[src/rtl/chngy_update_ctrl.sv]
// chngy_update_ctrl - control path for the change-in-Y admittance update.
//
// Accepts one line-change record (from-bus i, to-bus j, delta admittance dy)
// and walks its affected Y-matrix entries in the order (i,i)+, (j,j)+, (i,j)-,
// (j,i)-. A shunt change (i == j) touches only (i,i). For each entry it reads Y
// memory, hands the entry and dy to the update datapath, waits for dp_done_i and
// writes the result back.
//
// Build option: define CHNGY_ZERO_SKIP_EN to retire zero-delta records in the
// accept cycle without touching memory or the datapath.
//
// Ports:
//   clock, reset         clock; asynchronous active-high reset
//   chg_valid_i/ready_o  change-record handshake; chg_from_i, chg_to_i, chg_dy_i
//   mem_rd_*             Y memory read strobe/address {row,col}; data 1 cycle later
//   mem_wr_*             Y memory write strobe/address {row,col}/data
//   dp_exec_en_o         datapath execute enable; dp_y1_o/dp_y2_o/dp_sub_o operands
//   dp_result_i/done_i   datapath result and done flag
//   busy_o               record in progress
//   upd_count_o          completed records (wrapping)
//   err_o                sticky datapath-timeout flag
module chngy_update_ctrl #(
  parameter int unsigned IDX_W   = 5,
  parameter int unsigned DW      = 48,
  parameter int unsigned TIMEOUT = 64
) (
  input  logic               clock,
  input  logic               reset,
  input  logic               chg_valid_i,
  output logic               chg_ready_o,
  input  logic [IDX_W-1:0]   chg_from_i,
  input  logic [IDX_W-1:0]   chg_to_i,
  input  logic [DW-1:0]      chg_dy_i,
  output logic               mem_rd_en_o,
  output logic [2*IDX_W-1:0] mem_rd_addr_o,
  input  logic [DW-1:0]      mem_rd_data_i,
  output logic               mem_wr_en_o,
  output logic [2*IDX_W-1:0] mem_wr_addr_o,
  output logic [DW-1:0]      mem_wr_data_o,
  output logic               dp_exec_en_o,
  output logic [DW-1:0]      dp_y1_o,
  output logic [DW-1:0]      dp_y2_o,
  output logic               dp_sub_o,
  input  logic [DW-1:0]      dp_result_i,
  input  logic               dp_done_i,
  output logic               busy_o,
  output logic [15:0]        upd_count_o,
  output logic               err_o
);

  localparam int unsigned AW   = 2 * IDX_W;
  localparam int unsigned CntW = $clog2(TIMEOUT + 1);

`ifdef CHNGY_ZERO_SKIP_EN
  localparam bit ZeroSkip = 1'b1;
`else
  localparam bit ZeroSkip = 1'b0;
`endif

  typedef enum logic [2:0] {StIdle, StRd, StWait, StExec, StWb, StNext} state_e;

  state_e            state_q, state_d;
  logic [IDX_W-1:0]  from_q, from_d;
  logic [IDX_W-1:0]  to_q, to_d;
  logic [DW-1:0]     dy_q, dy_d;
  logic [1:0]        k_q, k_d;
  logic [DW-1:0]     y1_q, y1_d;
  logic [DW-1:0]     y2_q, y2_d;
  logic              sub_q, sub_d;
  logic [DW-1:0]     res_q, res_d;
  logic [CntW-1:0]   cnt_q, cnt_d;
  logic [15:0]       count_q, count_d;
  logic              err_q, err_d;
  logic [AW-1:0]     elem_addr;
  logic              last_elem;

  // Address of element k: diagonal entries first, then the off-diagonal pair.
  always_comb begin
    elem_addr = '0;
    case (k_q)
      2'd0:    elem_addr = {from_q, from_q};
      2'd1:    elem_addr = {to_q, to_q};
      2'd2:    elem_addr = {from_q, to_q};
      default: elem_addr = {to_q, from_q};
    endcase
  end

  // A shunt record only ever has element 0.
  assign last_elem = (from_q == to_q) || (k_q == 2'd3);

  always_comb begin
    state_d = state_q;
    from_d  = from_q;
    to_d    = to_q;
    dy_d    = dy_q;
    k_d     = k_q;
    y1_d    = y1_q;
    y2_d    = y2_q;
    sub_d   = sub_q;
    res_d   = res_q;
    cnt_d   = cnt_q;
    count_d = count_q;
    err_d   = err_q;
    unique case (state_q)
      StIdle: begin
        if (chg_valid_i) begin
          if (ZeroSkip && (chg_dy_i == '0)) begin
            count_d = count_q + 16'd1;
          end else begin
            from_d  = chg_from_i;
            to_d    = chg_to_i;
            dy_d    = chg_dy_i;
            k_d     = 2'd0;
            state_d = StRd;
          end
        end
      end
      StRd: state_d = StWait;
      StWait: begin
        y1_d    = mem_rd_data_i;
        y2_d    = dy_q;
        sub_d   = k_q[1];
        cnt_d   = '0;
        state_d = StExec;
      end
      StExec: begin
        if (dp_done_i) begin
          res_d   = dp_result_i;
          state_d = StWb;
        end else if (cnt_q == CntW'(TIMEOUT - 1)) begin
          // Datapath hung: drop the rest of the record without writing.
          err_d   = 1'b1;
          state_d = StIdle;
        end else begin
          cnt_d = cnt_q + 1'b1;
        end
      end
      StWb: state_d = StNext;
      StNext: begin
        if (last_elem) begin
          count_d = count_q + 16'd1;
          state_d = StIdle;
        end else begin
          k_d     = k_q + 2'd1;
          state_d = StRd;
        end
      end
      default: state_d = StIdle;
    endcase
  end

  always_ff @(posedge clock or posedge reset) begin
    if (reset) begin
      state_q <= StIdle;
      from_q  <= '0;
      to_q    <= '0;
      dy_q    <= '0;
      k_q     <= '0;
      y1_q    <= '0;
      y2_q    <= '0;
      sub_q   <= 1'b0;
      res_q   <= '0;
      cnt_q   <= '0;
      count_q <= '0;
      err_q   <= 1'b0;
    end else begin
      state_q <= state_d;
      from_q  <= from_d;
      to_q    <= to_d;
      dy_q    <= dy_d;
      k_q     <= k_d;
      y1_q    <= y1_d;
      y2_q    <= y2_d;
      sub_q   <= sub_d;
      res_q   <= res_d;
      cnt_q   <= cnt_d;
      count_q <= count_d;
      err_q   <= err_d;
    end
  end

  // Strobes decode straight from the state so an asynchronous reset clears them at once.
  assign chg_ready_o   = (state_q == StIdle);
  assign busy_o        = (state_q != StIdle);
  assign mem_rd_en_o   = (state_q == StRd);
  assign mem_rd_addr_o = mem_rd_en_o ? elem_addr : '0;
  assign mem_wr_en_o   = (state_q == StWb);
  assign mem_wr_addr_o = mem_wr_en_o ? elem_addr : '0;
  assign mem_wr_data_o = mem_wr_en_o ? res_q : '0;
  assign dp_exec_en_o  = (state_q == StExec);
  assign dp_y1_o       = y1_q;
  assign dp_y2_o       = y2_q;
  assign dp_sub_o      = sub_q;
  assign upd_count_o   = count_q;
  assign err_o         = err_q;

endmodule

[config.mk]
export PLATFORM = sky130hd
export DESIGN_NAME = chngy_update_ctrl
export DESIGN_NICKNAME = d
export VERILOG_FILES = /design/src/rtl/chngy_update_ctrl.sv
export SDC_FILE = /design/constraint.sdc
export NUM_CORES = 1
export LEC_CHECK = 0
export BUFFER_PORTS_ARGS = -buffer_cell sky130_fd_sc_hd__clkbuf_2
export CORE_UTILIZATION = 52
export CTS_BUF_LIST = sky130_fd_sc_hd__clkbuf_8
export DETAILED_ROUTE_END_ITERATION = 10
export HOLD_SLACK_MARGIN = 0.12
export MAX_ROUTING_LAYER = met4
export PLACE_DENSITY = 0.87
export SYNTH_ARGS = -nofsm -noshare
export SYNTH_HDL_FRONTEND = slang
export SYNTH_SLANG_ARGS = --single-unit
[constraint.sdc]
create_clock -name clock -period 11.25 [get_ports clock]
set_input_delay 2.25 -clock clock [delete_from_list [all_inputs] [get_ports clock]]
set_output_delay 2.25 -clock clock [all_outputs]
set_load 0.005 [all_outputs]
* Yosys cells after proc, flatten, opt, wreduce, memory -nomap -nowiden
Cells that the tools add are included.
** Operators by class
- $add $sub $neg :: 3
- Eq/ne operators :: 15
- Muxes and demuxes :: 15
- Bitwise gates (word level) :: 1
- Reductions and logical operators :: 13
** Operator list (number)
- $mux 48 :: 1
- $pmux 10 s3 :: 1
- $mux 10 :: 2
- $pmux 3 s6 :: 1
- $add 16x1->16 const B :: 1
- $mux 7 :: 2
- $pmux 7 s2 :: 1
- $mux 3 :: 3
- $reduce_and 3->1 :: 3
- $ne 2x2->1 const B :: 4
- $reduce_and 2->1 :: 4
- $add 7x1->7 const B :: 1
- $eq 7x6->1 const B :: 1
- $eq 3x2->1 const B :: 2
- $eq 3x3->1 const B :: 2
- $eq 5x5->1 :: 1
- $eq 2x2->1 const B :: 2
- $mux 2 :: 2
- $pmux 2 s2 :: 1
- $reduce_bool 2->1 :: 2
- $eq 3x1->1 const B :: 1
- $logic_not 3->1 :: 1
- $ne 3x1->1 const B :: 1
- $reduce_bool 3->1 :: 1
- other kinds (6) :: 6
** Word-level totals
- Flip-flop bits (word level) :: 232
- Input bits :: 158
- Output and inout port bits :: 187
- Logic and storage cells :: 59

* Logic depth before layout (Yosys ltp)
Gate-level depths: netlist of run 1.
- Word-level depth :: 4
- Depth in mapped cells :: 7
- Mapped depth without buffers :: 6

* Least setup slack after synthesis of run 1
Ideal clock, no wire load.
- Path kind :: register to output
- Start point :: register state_q[1]
- End point :: output port mem_wr_addr_o[1]
- Arrival :: 1.356 ns
- Data required time :: 9.000 ns
- Slack :: 7.644 ns
- Stages on the path, launching flop included :: 7
- Path buffers :: 3
- Cell sequence :: dfrtp_1 > buf_4 > nor2_1 > clkbuf_1 > nand2_1 > clkbuf_1 > nor2_1
** Between the ends
- Cells in the longest elaborated chain, start to end :: 2
** RTL lines
- from (decl) :: line 62 : state_e state_q, state_d;
- from (signal assigned) :: line 154 : state_q <= StIdle;
- from (signal assigned) :: line 167 : state_q <= state_d;
- $eq 3x3->1 :: line 187 : assign mem_wr_en_o = (state_q == StWb);
- $mux 10 :: line 188 : assign mem_wr_addr_o = mem_wr_en_o ? elem_addr : '0;
- to (decl) :: line 38 : output logic [2*IDX_W-1:0] mem_wr_addr_o,
Every way passes these cells.

* Worst setup path in the final report of run 1
- Start point :: register state_q[1]
- End point :: output port mem_wr_addr_o[9]
Same word-level chain as after synthesis.

==> results.py, run 1 <==
metrics = {
    "die": {
        "start_util_pct": 53.3,
        "rows": 49,
        "die_h_um": 138,
        "die_x_um": 138,
        "die_area_sq_mm": 0.0190,
        "coreArea_sq_mm": 0.0180,
        "io-pin-count": 345,
    },
    "finish": {
        "final-seq-area_sq_mm": 0.00581,
        "multi_input_area_sq_mm": 0.00357,
        "design_area_sq_mm": 0.0123,
        "diodes": 0,
        "area_growth_pct": 28.1,
        "drive_above_1_share_pct": 51.9,
        "final_nets": 1193,
        "fillCellCount": 1325,
    },
    "power_and_ir_drop": {
        "max-vdd-ir-drop_uv": 164,
        "seq_power_share_pct": 42.1,
        "p_clk_share_pct": 22.7,
        "p_per_area_mw_per_mm2": 281,
        "p_sw_share_pct": 32.2,
        "pwr-share-comb_pct": 35.2,
        "p_int_mw": 2.34,
        "p_leak_nw": 6.39,
        "finalPower_mw": 3.46,
        "switchingPower_mw": 1.11,
    },
    "flow_run": {
        "cap_violations": 0,
    },
    "critical_path": {
        "r2r_start": "state_q[2]$_DFFE_PP0P_",
        "required_ns": 9.00,
        "crit_type": "register to output port",
        "critPathMaxFanout": 50,
        "cp-end-kind": "output port",
        "crit_arrival_ns": 2.36,
        "start_kind": "register",
        "crit_start": "state_q[1]$_DFFE_PP0P_",
    },
    "clock_tree": {
        "cts-buffers-inserted": 39,
        "clk_path_buf_depth": 3,
        "cts_root_buf": "clkbuf_8",
        "clock_sinks": 232,
        "tritoncts": "built",
        "insertion_delay_ns": 0.52,
        "clkTransAtPathRegs_ns": 0.06,
        "h-tree-depth": 2,
        "postCtsResizedCells": 0,
        "cts_setup_buffers": 0,
        "holdBufCountCts": 0,
    },
    "drt": {
        "dr_total_vias": 6723,
        "first_pass_iters": 4,
        "ant_nets": 0,
        "drc_errors": 0,
        "drt_wl_total_um": 23000,
        "routedWlPerCell_um": 17.9,
        "drt_iter0_markers": 292,
        "avgViaCountPerCell": 5.23,
    },
    "yosys": {
        "syn_inst": 677,
        "synth-edff-count": 0,
        "synth_fa_ha_area_share_pct": 0.781,
        "synth_compound_area_share_pct": 1.76,
        "synth_xor_area_share_pct": 2.19,
        "ys_types": 41,
        "synthArstFlopShare_pct": 100,
        "ys_seq_area_share_pct": 60.4,
        "synth_fp_nets": 841,
        "syn-cell-area_sq_mm": 0.00962,
        "syn_area_per_cell_sq_um": 14.2,
        "muxShareOfSynthArea_pct": 24.4,
        "synth_top_family_by_area": "multiplexers",
        "yosys_warnings": 0,
        "ys.flop_type": "dfrtp_1",
        "synth-simple-area-share_pct": 7.95,
        "synth_seq_cells": 232,
    },
    "sta": {
        "slew_violations": 0,
        "fin_hold_ws_ns": 0.460,
        "rsz0062_at_grt": "false",
        "period_share_pct": 41.0,
        "fin_crit_ns": 4.61,
        "setup_viol": 0,
        "tns_ns": 0,
        "fmax_mhz": 217,
        "slew_headroom_pct": 29.0,
        "fin_skew_ns": 0.0228,
        "finalHoldViolations": 0,
        "worstMarginPinSlew_ns": 1.07,
    },
    "outcome": {
        "outcome": "finished clean",
    },
    "place": {
        "io_buffers": 344,
        "post_dp_cell_area_sq_mm": 0.0115,
        "gp_congestion": 0.894,
        "dp_hpwl_um": 16000,
    },
    "grt": {
        "track_usage_pct": 24.3,
        "overflow": 0,
        "grt_pass1_wl_um": 34600,
        "grt_max_degree": 148,
        "grt_pass1_vias": 6713,
        "antenna_found_initial": 0,
    },
    "worst_hold_path": {
        "holdCritStartpoint": "err_o$_DFFE_PP0P_",
        "hp-class": "register to register",
    },
}
## power groups by stage
stage          Sequential [mW]  Clock, mW  Combinational [mW]
4_1_cts                   1.45      0.802                1.23
2_1_floorplan             1.42          0               0.793
3_3_place_gp              1.44          0                1.18
3_5_place_dp              1.46          0                1.23
6_report                  1.46      0.784                1.22
5_1_grt                   1.50      0.840                1.34
## worst paths after layout
check | endpoint | slack, ns | cells after the start
max | mem_wr_addr_o[9] | 6.64 | 5
min | err_o$_DFFE_PP0P_ | 0.46 | 1
max reg2reg | from_q[2]$_DFFE_PP0P_ | 8.58 | 5
min reg2reg | err_o$_DFFE_PP0P_ | 0.46 | 1
max in group asynchronous | dp_y2_o[40]$_DFFE_PP0P_ | 7.51 | 3
min in group asynchronous | dy_q[35]$_DFFE_PP0P_ | 1.93 | 2
## metrics by stage
stage / worst slack [ns] / utilization [%] / instances
finish: 6.64 / 68.3 / 1286
global route: 6.41 / 68.3 / 1286
CTS: 6.60 / 68.3 / 1286
detailed placement: 6.96 / 63.7 / 1217
global placement: 6.99 / 63.7 / 1217
floorplan: 2.64 / - / 677
## logic make-up (layout without fill, tap and decap cells)
logic type               Yosys count  after routing
AO/OA/AOI/OAI                     23             23
adder cells (fa/ha/maj)            6              6
XOR/XNOR                          24             24
AND/OR/NAND/NOR                  140            140
flip-flops                       232            232
multiplexers                     205            205
buffers and inverters             47            427
## routing by layer
layer | routed length, um | track usage (%) | up-vias
li1 | - | - | 3087
met1 | 9140 | 28.9 | 3335
met2 | 11800 | 40.7 | 253
met3 | 1390 | 5.30 | 48
met4 | 594 | 8.51 | 0
met5 | 0 | - | -
## final cells by class
type / count / share of cell area (%)
well taps: 229 / 2.33
flip-flops and latches: 232 / 47.1
clock buffers: 52 / 5.81
inverters: 7 / 0.274
multi-input cells: 398 / 29.0
clock inverters: 17 / 1.04
repair buffers: 351 / 14.4
## sequential cells by signal, summed over array words and instances (netlist names)
register,cells
dp_y2_o,48
err_o,1
res_q,48
from_q,5
k_q,2
dp_y1_o,48
upd_count_o,16
state_q,3
cnt_q,7
dy_q,48
dp_sub_o,1
to_q,5
## worst max-delay path, cell delays in order (launching register included)
cell and delay, ns:
dfrtp_1 0.47, nor2_2 0.13, buf_4 0.37, nand2_1 0.47, nor2_1 0.24, clkbuf_2 0.14
## layout by cell type, fill, tap and decap left out, types with 4 or more instances in the layout
master    count
ha_1          6
nor2_1       35
mux2_2      117
xor2_1        9
and3_1       54
nand2_1      18
a22oi_1      10
mux2_1       79
dfrtp_1     232
clkbuf_2    344
inv_1        17
nand3_1       4
nand4_1       8
buf_4         7
xnor2_1      15
clkbuf_8     52
mux2_4        9
## cell usage after synthesis, drive strengths merged, types with 2 or more instances
master	number	area, sq um
dfrtp	232	5810
mux2	205	2340
and3	54	338
nor2	37	141
buf	26	170
nand2	19	71.3
xnor2	15	131
clkbuf	14	52.6
a22oi	10	75.1
nand4	9	62.6
xor2	9	78.8
inv	7	26.3
ha	6	75.1
and2	4	27.5
nand3	4	20.0
nor3	4	25.0
o21ai	4	20.0
a21o	2	15.0
and4	2	17.5
or2	2	12.5
(Power assumes the default switching activity.)
==> run 2: changes to the inputs <==
Clock period 11.25 ns to 4.35 ns, I/O delays scaled along.
==> results.py, run 2 (synthesized netlist as in run 1, its figures left out) <==
metrics = {
    "sta": {
        "worstMarginPinSlew_ns": 0.991,
        "tns_ns": 0,
        "finalHoldViolations": 0,
        "fin_crit_ns": 3.27,
        "period_share_pct": 75.2,
        "fin_skew_ns": 0.0266,
        "fmax_mhz": 306,
        "setup_viol": 0,
        "slew_headroom_pct": 33.9,
        "slew_violations": 0,
        "rsz0062_at_grt": "false",
    },
    "clock_tree": {
        "postCtsResizedCells": 0,
        "clock_sinks": 232,
        "clk_path_buf_depth": 3,
        "h-tree-depth": 2,
        "clkTransAtPathRegs_ns": 0.06,
        "tritoncts": "built",
        "holdBufCountCts": 0,
        "cts_setup_buffers": 0,
        "cts-buffers-inserted": 38,
        "cts_root_buf": "clkbuf_8",
        "insertion_delay_ns": 0.52,
    },
    "critical_path": {
        "critPathSlowestCell": "nand2_1",
        "crit_type": "register to output port",
        "cp-end-kind": "output port",
        "crit_chain": "nor2_2 -> buf_4 -> nand2_1 -> nor2_1 -> clkbuf_2",
        "required_ns": 3.48,
        "critical-path-max-stage-delay_ns": 0.48,
        "crit_arrival_ns": 2.40,
        "rr_worst_depth": 4,
        "critPathMaxFanout": 50,
        "start_kind": "register",
    },
    "finish": {
        "finish.utilization_pct": 68.1,
        "final-seq-area_sq_mm": 0.00581,
        "most-common-layout-cells": "clkbuf_2 (344), dfrtp_1 (232), mux2_2 (117)",
        "diodes": 0,
        "final_common_cell": "clkbuf_2",
        "area_growth_pct": 27.7,
        "multi_input_area_sq_mm": 0.00357,
        "fillCellCount": 1302,
        "stdcell_count": 1283,
        "final_nets": 1192,
        "drive_above_1_share_pct": 51.9,
        "design_area_sq_mm": 0.0123,
    },
    "worst_hold_path": {
        "holdPathStages": 1,
        "hp-class": "register to register",
    },
    "die": {
        "coreArea_sq_mm": 0.0180,
        "start_util_pct": 53.3,
        "die_h_um": 138,
        "die_area_sq_mm": 0.0190,
        "die_x_um": 138,
        "io-pin-count": 345,
        "rows": 49,
    },
    "outcome": {
        "outcome": "finished clean",
    },
    "drt": {
        "drt_iter0_markers": 290,
        "drc_errors": 0,
        "first_pass_iters": 4,
        "ant_nets": 0,
        "drt_wl_total_um": 22800,
        "dr_total_vias": 6691,
        "routedWlPerCell_um": 17.8,
        "avgViaCountPerCell": 5.22,
    },
    "grt": {
        "grt_max_degree": 186,
        "overflow": 0,
        "antenna_found_initial": 0,
        "track_usage_pct": 24.1,
        "grt_pass1_vias": 6731,
        "grt_pass1_wl_um": 34100,
    },
    "flow_run": {
        "cap_violations": 0,
    },
    "place": {
        "io_buffers": 344,
        "dpl.cell_count": 1217,
        "dp_hpwl_um": 16000,
        "post_dp_cell_area_sq_mm": 0.0115,
        "gp_congestion": 0.890,
    },
    "power_and_ir_drop": {
        "p_per_area_mw_per_mm2": 720,
        "finalPower_mw": 8.84,
        "p_leak_nw": 6.36,
        "max-vdd-ir-drop_uv": 444,
    },
}
-- run 2: cell count changes in the layout (fill, tap and decap cells not counted), sizes merged --
cell	delta
clkinvlp	+1
inv	-3
clkbuf	-4
clkinv	+3
-- run 2: final timing paths --
path                                        start               endpoint  slack [ns]
min in group asynchronous                   reset   dy_q[31]$_DFFE_PP0P_        0.55
max in group asynchronous                   reset  res_q[13]$_DFFE_PP0P_        2.97
min reg2reg                     err_o$_DFFE_PP0P_      err_o$_DFFE_PP0P_        0.46
min                             err_o$_DFFE_PP0P_      err_o$_DFFE_PP0P_        0.46
max reg2reg                state_q[2]$_DFFE_PP0P_  res_q[40]$_DFFE_PP0P_        1.90
max                        state_q[1]$_DFFE_PP0P_       mem_wr_addr_o[5]        1.08
-- run 2: cell type report --
class	instances	share of cell area (%)
clock buffers	48	5.38
clock inverters	18	1.06
inverters	7	0.245
multi-input cells	398	29.1
flip-flops and latches	232	47.3
well taps	229	2.33
repair buffers	351	14.6
-- run 2: routing by layer --
layer / track usage, % / vias to the layer above / wire (um)
li1: - / 3082 / -
met1: 28.7 / 3306 / 9240
met2: 39.6 / 245 / 11500
met3: 5.77 / 58 / 1450
met4: 9.66 / 0 / 639
met5: - / - / 0
-- run 2: critical path: cells and delay by family (launching register included) --
family | cells | cell delay, ns
buffers and inverters | 2 | 0.53
DFF | 1 | 0.47
and+or+nand+nor | 3 | 0.89
-- run 2: where the power goes --
part | internal, mW | switching [mW]
Combinational | 1.69 | 1.43
Clock | 1.11 | 0.838
Sequential | 3.19 | 0.586
-- run 2: through the flow --
| step | hold slack, ns | setup slack [ns] |
|---|---|---|
| floorplan | 0.451 | 0.444 |
| global placement | 0.441 | 1.71 |
| global route | 0.489 | 0.884 |
| finish | 0.459 | 1.08 |
| CTS | 0.457 | 0.997 |
| detailed placement | 0.443 | 1.62 |
==> run 3: changes to the inputs <==
Settings changed: CORE_UTILIZATION 52 to 47, PLACE_DENSITY 0.87 to 0.83.
Clock period 4.35 ns to 2.85 ns, I/O delays scaled along.
==> results.py, run 3 (synthesized netlist as in run 1, its figures left out) <==
metrics = {
    "grt": {
        "track_usage_pct": 23.1,
        "grt_pass1_vias": 7268,
        "antenna_found_initial": 2,
        "grt_pass1_wl_um": 37500,
        "overflow": 0,
        "grt_max_degree": 54,
    },
    "clock_tree": {
        "cts_root_buf": "clkbuf_8",
        "h-tree-depth": 2,
        "clkTransAtPathRegs_ns": 0.06,
        "insertion_delay_ns": 0.53,
        "clock_sinks": 232,
        "clk_path_buf_depth": 3,
        "cts-buffers-inserted": 40,
        "holdBufCountCts": 0,
        "tritoncts": "built",
    },
    "drt": {
        "avgViaCountPerCell": 5.03,
        "highest_layer": "met4",
        "routedWlPerCell_um": 17.3,
        "dr_total_vias": 6672,
        "first_pass_iters": 4,
        "drc_errors": 0,
        "met3_length_um": 1330,
        "met2_length_um": 11600,
        "drt_iter0_markers": 264,
        "drt_wl_total_um": 22900,
        "ant_nets": 0,
        "m1WireLength_um": 9310,
    },
    "critical_path": {
        "critPathMaxFanout": 6,
        "crit_type": "register to output port",
        "start_kind": "register",
        "cp-end-kind": "output port",
        "required_ns": 2.28,
        "crit_arrival_ns": 2.15,
    },
    "die": {
        "start_util_pct": 48.6,
        "die_h_um": 145,
        "rows": 51,
        "coreArea_sq_mm": 0.0198,
        "die_area_sq_mm": 0.0210,
        "die_x_um": 145,
        "io-pin-count": 345,
    },
    "sta": {
        "finalHoldViolations": 0,
        "fin_skew_ns": 0.0163,
        "tns_ns": 0,
        "worstMarginPinSlew_ns": 0.896,
        "slew_headroom_pct": 40.2,
        "rsz0062_at_grt": "false",
        "slew_violations": 0,
        "period_share_pct": 95.5,
        "setup_viol": 0,
        "fin_crit_ns": 2.72,
        "fmax_mhz": 367,
    },
    "power_and_ir_drop": {
        "p_leak_nw": 6.41,
        "p_clk_share_pct": 21.0,
        "max-vdd-ir-drop_uv": 742,
        "seq_power_share_pct": 43.2,
        "switchingPower_mw": 4.27,
        "pwr-share-comb_pct": 35.8,
        "p_int_mw": 9.07,
        "p_sw_share_pct": 32.0,
        "p_per_area_mw_per_mm2": 1070,
    },
    "finish": {
        "finish.utilization_pct": 62.9,
        "final_nets": 1202,
        "area_growth_pct": 29.5,
        "most-common-layout-cells": "clkbuf_2 (344), dfrtp_1 (232), mux2_2 (117)",
        "final_common_cell": "clkbuf_2",
        "drive_above_1_share_pct": 52.0,
    },
    "outcome": {
        "outcome": "finished clean",
    },
    "place": {
        "gp_congestion": 0.853,
        "dp_hpwl_um": 16600,
        "io_buffers": 344,
    },
    "worst_hold_path": {
        "hp-class": "input port to asynchronous set/reset pin",
    },
    "flow_run": {
        "cap_violations": 0,
    },
}
[run 3: cell count changes in the layout (fill, tap and decap cells not counted)]
cell and change:
clkinv_2 -4, bufinv_16 -1, inv_1 +2, clkbuf_8 -1
nor2_2 +1, diode_2 +2, buf_12 +9, clkinvlp_4 +1
nor2_1 -1, buf_4 -1
[run 3: path summary, 6_finish.rpt]
path | depth (start not counted) | startpoint | slack, ns | endpoint
max | 5 | k_q[1]$_DFFE_PP0P_ | 0.13 | mem_wr_addr_o[4]
min | 2 | reset | 0.22 | dp_y2_o[33]$_DFFE_PP0P_
max reg2reg | 5 | state_q[2]$_DFFE_PP0P_ | 0.69 | res_q[5]$_DFFE_PP0P_
min reg2reg | 1 | err_o$_DFFE_PP0P_ | 0.46 | err_o$_DFFE_PP0P_
max in group asynchronous | 3 | reset | 1.97 | upd_count_o[9]$_DFFE_PP0P_
min in group clock | 2 | dp_result_i[37] | 0.25 | res_q[37]$_DFFE_PP0P_
[run 3: critical path: stages (launching register included)]
cell and delay [ns]:
dfrtp_1 0.41, ha_1 0.27, or2_2 0.38, a22oi_1 0.33, nor2_1 0.11, clkbuf_2 0.14
[run 3: routing by layer]
metal,GRT usage (%),vias to the layer above
li1,-,3101
met2,38.1,243
met4,9.68,0
met1,27.5,3271
met5,-,-
met3,4.81,57
[run 3: what timing repair did]
item	CTS	global route
resized for setup	0	1
buffers inserted	0	0
setup endpoints to repair	0	2
endpoints found under the hold margin	0	0
[run 3: cell type report]
type                       instances  area (sq um)
sequential                       232          5810
antenna                            2          5.00
clock buffer                      47           647
timing repair buffer             359          1960
clock inverter                    16          95.1
multi-input combinational        398          3580
inverter                           7          30.0
tap                              265           332
fill                            1544          7330
[run 3: stage by stage]
stage / std cells / worst slack, ns / total power, mW / instance area [sq um] / hold slack (ns)
floorplan: 677 / -0.756 / 8.75 / 9620 / 0.451
global placement: 1261 / 0.745 / 10.4 / 11700 / 0.441
detailed placement: 1261 / 0.698 / 10.6 / 11700 / 0.447
CTS: 1324 / 0.132 / 13.5 / 12400 / 0.216
global route: 1326 / 0.0425 / 14.3 / 12500 / 0.227
finish: 1326 / 0.128 / 13.3 / 12500 / 0.222
[run 3: power groups by stage]
stage	Sequential [mW]	Combinational (mW)	Clock (mW)
after global placement	5.69	4.70	0
after detailed placement	5.80	4.85	0
after floorplan	5.62	3.13	0
final	5.76	4.78	2.81
after global routing	5.97	5.23	3.07
after CTS	5.76	4.87	2.92
